[src/rtl/eis_pkg.sv]
// Shared encodings for the extended-arithmetic unit: opcodes, flag bit
// positions, FSM states, and a flag-packing helper.
package eis_pkg;

   typedef enum logic [1:0] {
      OP_MUL  = 2'b00,
      OP_DIV  = 2'b01,
      OP_ASH  = 2'b10,
      OP_ASHC = 2'b11
   } eis_op_e;

   typedef enum logic [1:0] {
      ST_IDLE = 2'b00,
      ST_RUN  = 2'b01,
      ST_DONE = 2'b10
   } eis_state_e;

   localparam int FLAG_N = 3;
   localparam int FLAG_Z = 2;
   localparam int FLAG_V = 1;
   localparam int FLAG_C = 0;

   function automatic logic [3:0] pack_flags(input logic n, input logic z,
                                             input logic v, input logic c);
      logic [3:0] f;
      f         = '0;
      f[FLAG_N] = n;
      f[FLAG_Z] = z;
      f[FLAG_V] = v;
      f[FLAG_C] = c;
      return f;
   endfunction

endpackage

[src/rtl/eis_addsub.sv]
// (W+1)-bit adder/subtractor with carry out, shared by the MUL and DIV iteration steps.
module eis_addsub #(
   parameter int W = 16
) (
   input  logic [W:0] a,
   input  logic [W:0] b,
   input  logic       sub,
   output logic [W:0] sum,
   output logic       cout
);

   assign {cout, sum} = {1'b0, a} + {1'b0, (sub ? ~b : b)} + {{(W + 1){1'b0}}, sub};

endmodule

[src/rtl/eis_unit.sv]
// Iterative MUL / DIV / ASH / ASHC unit: one bit per ce-cycle, sharing one adder
// and one accumulator pair for all operations.
//   state   | meaning
//   IDLE    | waiting for start
//   RUN     | iterating; cnt counts remaining steps down to 1
//   DONE    | results valid, done=1 for one ce-cycle
module eis_unit
   import eis_pkg::*;
#(
   parameter int W  = 16,
   parameter int CW = $clog2(W) + 2
) (
   input  logic         clk,
   input  logic         reset_n,
   input  logic         ce,
   input  logic         start,
   input  logic         abort,
   input  logic [1:0]   op,
   input  logic [W-1:0] src,
   input  logic [W-1:0] reg_hi,
   input  logic [W-1:0] reg_lo,
   output logic         busy,
   output logic         done,
   output logic [W-1:0] res_hi,
   output logic [W-1:0] res_lo,
   output logic [3:0]   flags
);

   localparam int CNTW = ($clog2(W + 1) > CW) ? $clog2(W + 1) : CW;
   localparam logic [CNTW-1:0] CNT_W   = CNTW'(W);
   localparam logic [CNTW-1:0] CNT_ONE = CNTW'(1);

   eis_state_e      state;
   eis_op_e         op_q;
   logic [W:0]      acc_hi;
   logic [W-1:0]    acc_lo, opnd, in_hi, in_lo;
   logic            q_1, c_acc, v_acc, neg_q, neg_r, shl;
   logic [CNTW-1:0] cnt;

   logic [W:0]      hi_nx, rem_sh, as_a, as_b, as_sum, mul_acc;
   logic [W-1:0]    lo_nx, fin_hi, fin_lo, dvs_mag;
   logic            q1_nx, c_nx, v_nx, as_sub, as_cout, div_ovf_late, div_ovf_early;
   logic [3:0]      fin_flags;
   logic [2*W-1:0]  dvd_mag;
   logic [CW-1:0]   n_mag;

   // Start-time operand conditioning: magnitudes for DIV, |count| for shifts
   assign dvd_mag = reg_hi[W-1] ? (~{reg_hi, reg_lo} + (2*W)'(1)) : {reg_hi, reg_lo};
   assign dvs_mag = src[W-1] ? (~src + W'(1)) : src;
   assign n_mag   = src[CW-1] ? (~src[CW-1:0] + CW'(1)) : src[CW-1:0];
   // Unsigned quotient fits W bits only when the dividend's high half is below the divisor
   assign div_ovf_early = (dvd_mag[2*W-1:W] >= dvs_mag);

   assign rem_sh  = {acc_hi[W-1:0], acc_lo[W-1]};
   assign as_a    = (op_q == OP_DIV) ? rem_sh : acc_hi;
   assign as_b    = (op_q == OP_DIV) ? {1'b0, opnd} : {opnd[W-1], opnd};
   assign as_sub  = (op_q == OP_DIV) | acc_lo[0];
   assign mul_acc = (acc_lo[0] ^ q_1) ? as_sum : acc_hi;

   eis_addsub #(.W(W)) u_addsub (
      .a    (as_a),
      .b    (as_b),
      .sub  (as_sub),
      .sum  (as_sum),
      .cout (as_cout)
   );

   always_comb begin
      hi_nx = acc_hi;
      lo_nx = acc_lo;
      q1_nx = q_1;
      c_nx  = c_acc;
      v_nx  = v_acc;
      case (op_q)
         OP_MUL: begin
            // Booth radix-2 step followed by arithmetic right shift of {acc_hi, acc_lo, q_1}
            hi_nx = {mul_acc[W], mul_acc[W:1]};
            lo_nx = {mul_acc[0], acc_lo[W-1:1]};
            q1_nx = acc_lo[0];
         end
         OP_DIV: begin
            hi_nx = as_cout ? as_sum : rem_sh;
            lo_nx = {acc_lo[W-2:0], as_cout};
         end
         default: begin
            if (shl) begin
               hi_nx = {acc_hi[W-2], acc_hi[W-2:0], (op_q == OP_ASHC) ? acc_lo[W-1] : 1'b0};
               if (op_q == OP_ASHC) lo_nx = {acc_lo[W-2:0], 1'b0};
               c_nx  = acc_hi[W-1];
               v_nx  = v_acc | (acc_hi[W-1] ^ acc_hi[W-2]);
            end else begin
               hi_nx = {acc_hi[W-1], acc_hi[W-1], acc_hi[W-1:1]};
               if (op_q == OP_ASHC) begin
                  lo_nx = {acc_hi[0], acc_lo[W-1:1]};
                  c_nx  = acc_lo[0];
               end else begin
                  c_nx  = acc_hi[0];
               end
            end
         end
      endcase
   end

   assign div_ovf_late = neg_q ? (lo_nx[W-1] & (|lo_nx[W-2:0])) : lo_nx[W-1];

   always_comb begin
      fin_hi    = hi_nx[W-1:0];
      fin_lo    = lo_nx;
      fin_flags = '0;
      case (op_q)
         OP_MUL: fin_flags = pack_flags(hi_nx[W-1], ~|{hi_nx[W-1:0], lo_nx}, 1'b0,
                                        hi_nx[W-1:0] != {W{lo_nx[W-1]}});
         OP_DIV: begin
            if (div_ovf_late) begin
               fin_hi    = in_hi;
               fin_lo    = in_lo;
               fin_flags = pack_flags(1'b0, 1'b0, 1'b1, 1'b0);
            end else begin
               fin_hi    = neg_q ? (~lo_nx + W'(1)) : lo_nx;
               fin_lo    = neg_r ? (~hi_nx[W-1:0] + W'(1)) : hi_nx[W-1:0];
               fin_flags = pack_flags(fin_hi[W-1], fin_hi == '0, 1'b0, 1'b0);
            end
         end
         OP_ASH:  fin_flags = pack_flags(fin_hi[W-1], fin_hi == '0, v_nx, c_nx);
         default: fin_flags = pack_flags(fin_hi[W-1], {fin_hi, fin_lo} == '0, v_nx, c_nx);
      endcase
   end

   always_ff @(posedge clk or negedge reset_n) begin
      if (!reset_n) begin
         state  <= ST_IDLE;
         busy   <= 1'b0;
         done   <= 1'b0;
         res_hi <= '0;
         res_lo <= '0;
         flags  <= '0;
         op_q   <= OP_MUL;
         acc_hi <= '0;
         acc_lo <= '0;
         opnd   <= '0;
         in_hi  <= '0;
         in_lo  <= '0;
         q_1    <= 1'b0;
         c_acc  <= 1'b0;
         v_acc  <= 1'b0;
         neg_q  <= 1'b0;
         neg_r  <= 1'b0;
         shl    <= 1'b0;
         cnt    <= '0;
      end else if (ce) begin
         case (state)
            ST_RUN: begin
               if (abort) begin
                  state <= ST_IDLE;
                  busy  <= 1'b0;
                  cnt   <= '0;
               end else begin
                  acc_hi <= hi_nx;
                  acc_lo <= lo_nx;
                  q_1    <= q1_nx;
                  c_acc  <= c_nx;
                  v_acc  <= v_nx;
                  cnt    <= cnt - CNT_ONE;
                  if (cnt == CNT_ONE) begin
                     state  <= ST_DONE;
                     busy   <= 1'b0;
                     done   <= 1'b1;
                     res_hi <= fin_hi;
                     res_lo <= fin_lo;
                     flags  <= fin_flags;
                  end
               end
            end
            default: begin
               state <= ST_IDLE;
               done  <= 1'b0;
               if (start && !abort) begin
                  op_q  <= eis_op_e'(op);
                  in_hi <= reg_hi;
                  in_lo <= reg_lo;
                  q_1   <= 1'b0;
                  c_acc <= 1'b0;
                  v_acc <= 1'b0;
                  state <= ST_RUN;
                  busy  <= 1'b1;
                  case (eis_op_e'(op))
                     OP_MUL: begin
                        acc_hi <= '0;
                        acc_lo <= src;
                        opnd   <= reg_hi;
                        cnt    <= CNT_W;
                     end
                     OP_DIV: begin
                        acc_hi <= {1'b0, dvd_mag[2*W-1:W]};
                        acc_lo <= dvd_mag[W-1:0];
                        opnd   <= dvs_mag;
                        neg_q  <= reg_hi[W-1] ^ src[W-1];
                        neg_r  <= reg_hi[W-1];
                        cnt    <= CNT_W;
                        if (src == '0 || div_ovf_early) begin
                           state  <= ST_DONE;
                           busy   <= 1'b0;
                           done   <= 1'b1;
                           cnt    <= '0;
                           res_hi <= reg_hi;
                           res_lo <= reg_lo;
                           flags  <= pack_flags(1'b0, 1'b0, 1'b1, src == '0);
                        end
                     end
                     default: begin
                        acc_hi <= {reg_hi[W-1], reg_hi};
                        acc_lo <= reg_lo;
                        opnd   <= src;
                        shl    <= ~src[CW-1];
                        cnt    <= CNTW'(n_mag);
                        if (n_mag == '0) begin
                           state  <= ST_DONE;
                           busy   <= 1'b0;
                           done   <= 1'b1;
                           res_hi <= reg_hi;
                           res_lo <= reg_lo;
                           flags  <= pack_flags(reg_hi[W-1],
                                                (op == OP_ASHC) ? ({reg_hi, reg_lo} == '0)
                                                                : (reg_hi == '0),
                                                1'b0, 1'b0);
                        end
                     end
                  endcase
               end
            end
         endcase
      end
   end

endmodule

[config.mk]
export PLATFORM = sky130hd
export DESIGN_NAME = eis_unit
export DESIGN_NICKNAME = d
export VERILOG_FILES = /design/src/rtl/eis_pkg.sv /design/src/rtl/eis_addsub.sv /design/src/rtl/eis_unit.sv
export SDC_FILE = /design/constraint.sdc
export NUM_CORES = 1
export LEC_CHECK = 0
export CORE_MARGIN = 10
export CORE_UTILIZATION = 50
export DETAILED_ROUTE_END_ITERATION = 10
export DONT_BUFFER_PORTS = 1
export GPL_ROUTABILITY_DRIVEN = 0
export PLACE_DENSITY = 0.68
export SETUP_SLACK_MARGIN = 0.02
export SYNTH_ARGS = -nofsm -noshare
export SYNTH_HDL_FRONTEND = slang
export SYNTH_HIERARCHICAL = 1
export SYNTH_SLANG_ARGS = --single-unit
[constraint.sdc]
create_clock -name clk -period 7 [get_ports clk]
set_input_delay 1.4 -clock clk [delete_from_list [all_inputs] [get_ports clk]]
set_output_delay 1.4 -clock clk [all_outputs]
set_load 0.005 [all_outputs]
==> impl_metrics.yaml <==
outcome:
  result_of_the_run: "finished clean"
worst_setup_path:
  reg2reg_slack_ps: 880
  rr_endpoint: "res_lo[10]"
  arrival_worst_endpoint_ps: 6450
  timing.critical_path.slowest_stage_cell: "mux4_2"
  critical_path_class: "flip-flop to flip-flop"
  worst_path_largest_cell_delay_ps: 570
  worstSetupStartpointType: "flip-flop"
  crit_fanout: 23
  worstPathCellList: "nand2b_2 > nand2b_1 > buf_4 > xor2_1 > ha_1 > a21oi_1 > o2111ai_1 > a41oi_2 > a21oi_1 > or3_1 > mux4_2 > inv_1 > ha_1 > a21boi_1 > o21ai_1 > or3_1 > or4_4 > and2_1 > nor2_1 > a221o_1 > a21oi_1"
  reg2regPathDepth: 21
  critPathTopFamily: "simple AND/OR/NAND/NOR gates"
  worstPathBufferInverterCount: 2
  critical_path_endpoint_category: "flip-flop"
  critical_path_required_ps: 7320
  critical_path.reg2reg.startpoint: "op_q[1]"
  cell_seen_most_often_among_critical_path_stages: "a21oi_1"
cts:
  cts_tree: "done"
  post_cts_resized: 0
  h-tree-depth: 4
  clk_pin_slew_ps: 70
  cts_max_path_buffers: 2
  cts_inserted_buffers: 17
  clk_latency_ps: 450
  root_buffer: "clkbuf_16"
  cts.sinks: 134
  postCtsSetupRepairBufs: 0
  cts_hold_buffers: 0
synthesis:
  synth-async-reset-ratio: 1.000
  synth_enable_flop_cells: 0
  synth_cell_type_count: 90
  yosysTopAreaCellShare: 0.2686
  synth_top_area_cell: "dfrtp_1"
  postSynthNetCount: 1760
  netlist_top_cells_area: "dfrtp_1, nand2_1, o21ai_0, a21oi_1, nor2_1"
  post_synth_inst_count: 1665
  ys_dominant_reg_cell: "dfrtp_1"
  synth.ff_latch_count: 134
  synth.avg_cell_area_um2: 7.498
  synth_seq_area_share: 0.2686
  syn_area_mm2: 0.01248
  synth.yosys.warnings: 6
pwr:
  leakage_power_figure_nw: 5.611
  irDropWorstVdd_mv: 0.1754
  pwrdens_mw_per_mm2: 376.8
routing:
  vias_per_cell: 6.761
  routed-wl-met2_mm: 19.29
  vias: 12890
  route.detailed.wl_per_inst_um: 24.51
  met1_wl_mm: 19.41
  initialDrtViolationCount: 1758
  route.antenna.remaining_nets: 0
  drc: 0
  met3RoutedLength_mm: 5.795
  drt_wl_total_mm: 46.71
  first_pass_iters: 6
  highest-signal-layer: "met5"
timing:
  rsz0062_at_grt: "no"
  tightestPinTransition_ps: 1435
  max_slew_violation_count: 0
  max_freq_mhz: 163.4
  setup_violations: 0
  fin_skew_ps: 17.89
  postLayoutSetupSlackWorst_ps: 879.2
  min_period_over_period: 0.8744
  total_neg_setup_slack_ps: 0
  maxSlewHeadroom: 0.04359
  min_period_ps: 6121
  final_hold_violation_count: 0
floorplan:
  floorplan.die.height_um: 178.0
  row_count: 57
  fp.dieW_um: 178.0
  total_die_area_mm2: 0.03169
  io-pin-count: 93
  core_region_area_mm2: 0.02446
  floorplan.initialDensity: 0.5104
min_path:
  worst_hold_class: "flip-flop to flip-flop"
  timing.hold.worst.start: "in_hi[4]"
  worst_hold_path.endpoint: "in_hi[4]"
  min_path_cells: 2
global_routing:
  grt.overflow.total: 0
  maximum_number_of_pins_on_one_net_before_global_route_repair: 135
  number_of_antenna_violations_at_the_first_check_in_global_routing: 3
  vias_in_the_first_global_route: 11780
  grt.total_usage: 0.2907
  grt_pass1_wl_mm: 71.93
finish:
  multi_input_comb_area_mm2: 0.008364
  post_route_cells_drive_above_1_share: 0.07843
  nets: 1663
  seqCellArea_mm2: 0.003354
  fill_cells: 2341
  syn_to_final_growth_pct: 5.081
place:
  numPortBuffers: 0
  post-dp-hpwl_mm: 33.56
  pre_cts_slack_ps: 903.1
run:
  max_cap_violations: 0
[worst register-to-register path, stage by stage (launching register included)]
cell	delay (ps)
dfrtp_2	410
nand2b_2	190
nand2b_1	70
buf_4	270
xor2_1	190
ha_1	310
a21oi_1	450
o2111ai_1	180
a41oi_2	290
a21oi_1	110
or3_1	380
mux4_2	570
inv_1	90
ha_1	150
a21boi_1	140
o21ai_1	110
or3_1	450
or4_4	480
and2_1	490
nor2_1	410
a221o_1	200
a21oi_1	60
[cell usage after synthesis, drive strengths merged (35+ instances only)]
cell type  number
nand2         296
o21ai         160
nor2          137
dfrtp         134
a21oi         129
clkbuf        110
xor2           53
mux2i          42
a211oi         41
buf            39
ha             39
inv            39
xnor2          35
[how the worst max path moves through the flow]
stage / from / end / slack, ps / cells past startpoint
floorplan: op_q[0] / res_lo[5] / 540 / 29
global placement: reg_lo[0] / res_lo[9] / 880 / 17
detailed placement: reg_lo[0] / res_lo[9] / 900 / 17
CTS: op_q[1] / res_lo[10] / 950 / 21
global route: op_q[1] / res_lo[5] / 450 / 20
finish: op_q[1] / res_lo[10] / 880 / 21
[routing by layer]
layer | global-route usage | vias to the layer above
met5 | 0 | -
met1 | 0.3997 | 6144
li1 | - | 5811
met3 | 0.09260 | 144
met4 | 0.1306 | 2
met2 | 0.4059 | 785
[through the flow]
stage               power [mW]  instances    util  hold slack (ps)  instance area [um2]
floorplan                3.179       1665       -            440.4                12480
global placement         3.900       1873  0.5123            456.9                12530
detailed placement       3.927       1873  0.5123            462.6                12530
CTS                      4.845       1905  0.5362            478.4                13120
global route             5.208       1905  0.5362            489.9                13120
finish                   4.943       1906  0.5363            481.9                13120
[cell usage in the layout (no fill, tap or decap), types with 6 or more instances in the layout]
cell       Yosys  layout
o21a_1        12      12
a21o_1        23      23
xor2_1        52      52
o21ai_1       12      12
clkbuf_16      0      17
and3_1        14      14
o21ai_0      147     146
mux2_1         6       6
nand2b_1      15      13
mux2i_1       42      42
ha_1          39      39
a221oi_1      12      12
or4_1          9       9
or2_2          6       6
nor3_1        23      23
buf_4          3      32
nor2b_1       19      18
o31ai_1       21      21
a31oi_1       16      16
nand2_1      294     294
o221ai_1      16      16
mux2_2        14      14
a22o_1         9       9
inv_1         39      39
o22ai_1       15      15
nor3b_1       14      14
xnor2_1       35      35
a21oi_1      129     129
o211ai_1      12      12
a211oi_1      41      41
nor2_1       137     135
dfrtp_1      134     133
or3_1         10      10
nand3_1       16      15
nand4_1       11      11
nor4_1        11      11
o41ai_1        9       9
[power by group]
group,switching (mW),internal [mW],total (mW)
Combinational,1.72,1.05,2.77
Sequential,0.278,0.980,1.26
Clock,0.435,0.477,0.913
Total,2.43,2.51,4.94
[flip-flops by register name (all words and copies together) (netlist names)]
signal / cells
res_hi: 16
op_q: 2
busy: 1
v_acc: 1
neg_r: 1
flags: 4
state: 2
cnt: 6
shl: 1
done: 1
in_hi: 16
acc_hi: 17
neg_q: 1
opnd: 16
res_lo: 16
acc_lo: 16
in_lo: 16
q_1: 1
[cells by family (layout without fill, tap and decap cells)]
logic type	after synthesis	after routing	synth area share
multiplexers	64	64	0.05472
flip-flops	134	134	0.2686
other	0	1	0
XOR/XNOR	88	88	0.06324
AO/OA/AOI/OAI	546	546	0.2886
adder cells (fa/ha/maj)	41	41	0.04149
buffers and inverters	188	104	0.06454
AND/OR/NAND/NOR	604	604	0.2188
[final cells by class]
type                    instances  share of cell area
clock buffers                  17             0.03243
flip-flops and latches        134              0.2557
multi-input cells            1343              0.6376
clock inverters                15             0.01221
well taps                     324             0.03090
inverters                      39             0.01116
diodes                          1           0.0001907
repair buffers                 33             0.01984
Power figures use the tool's default switching activity.
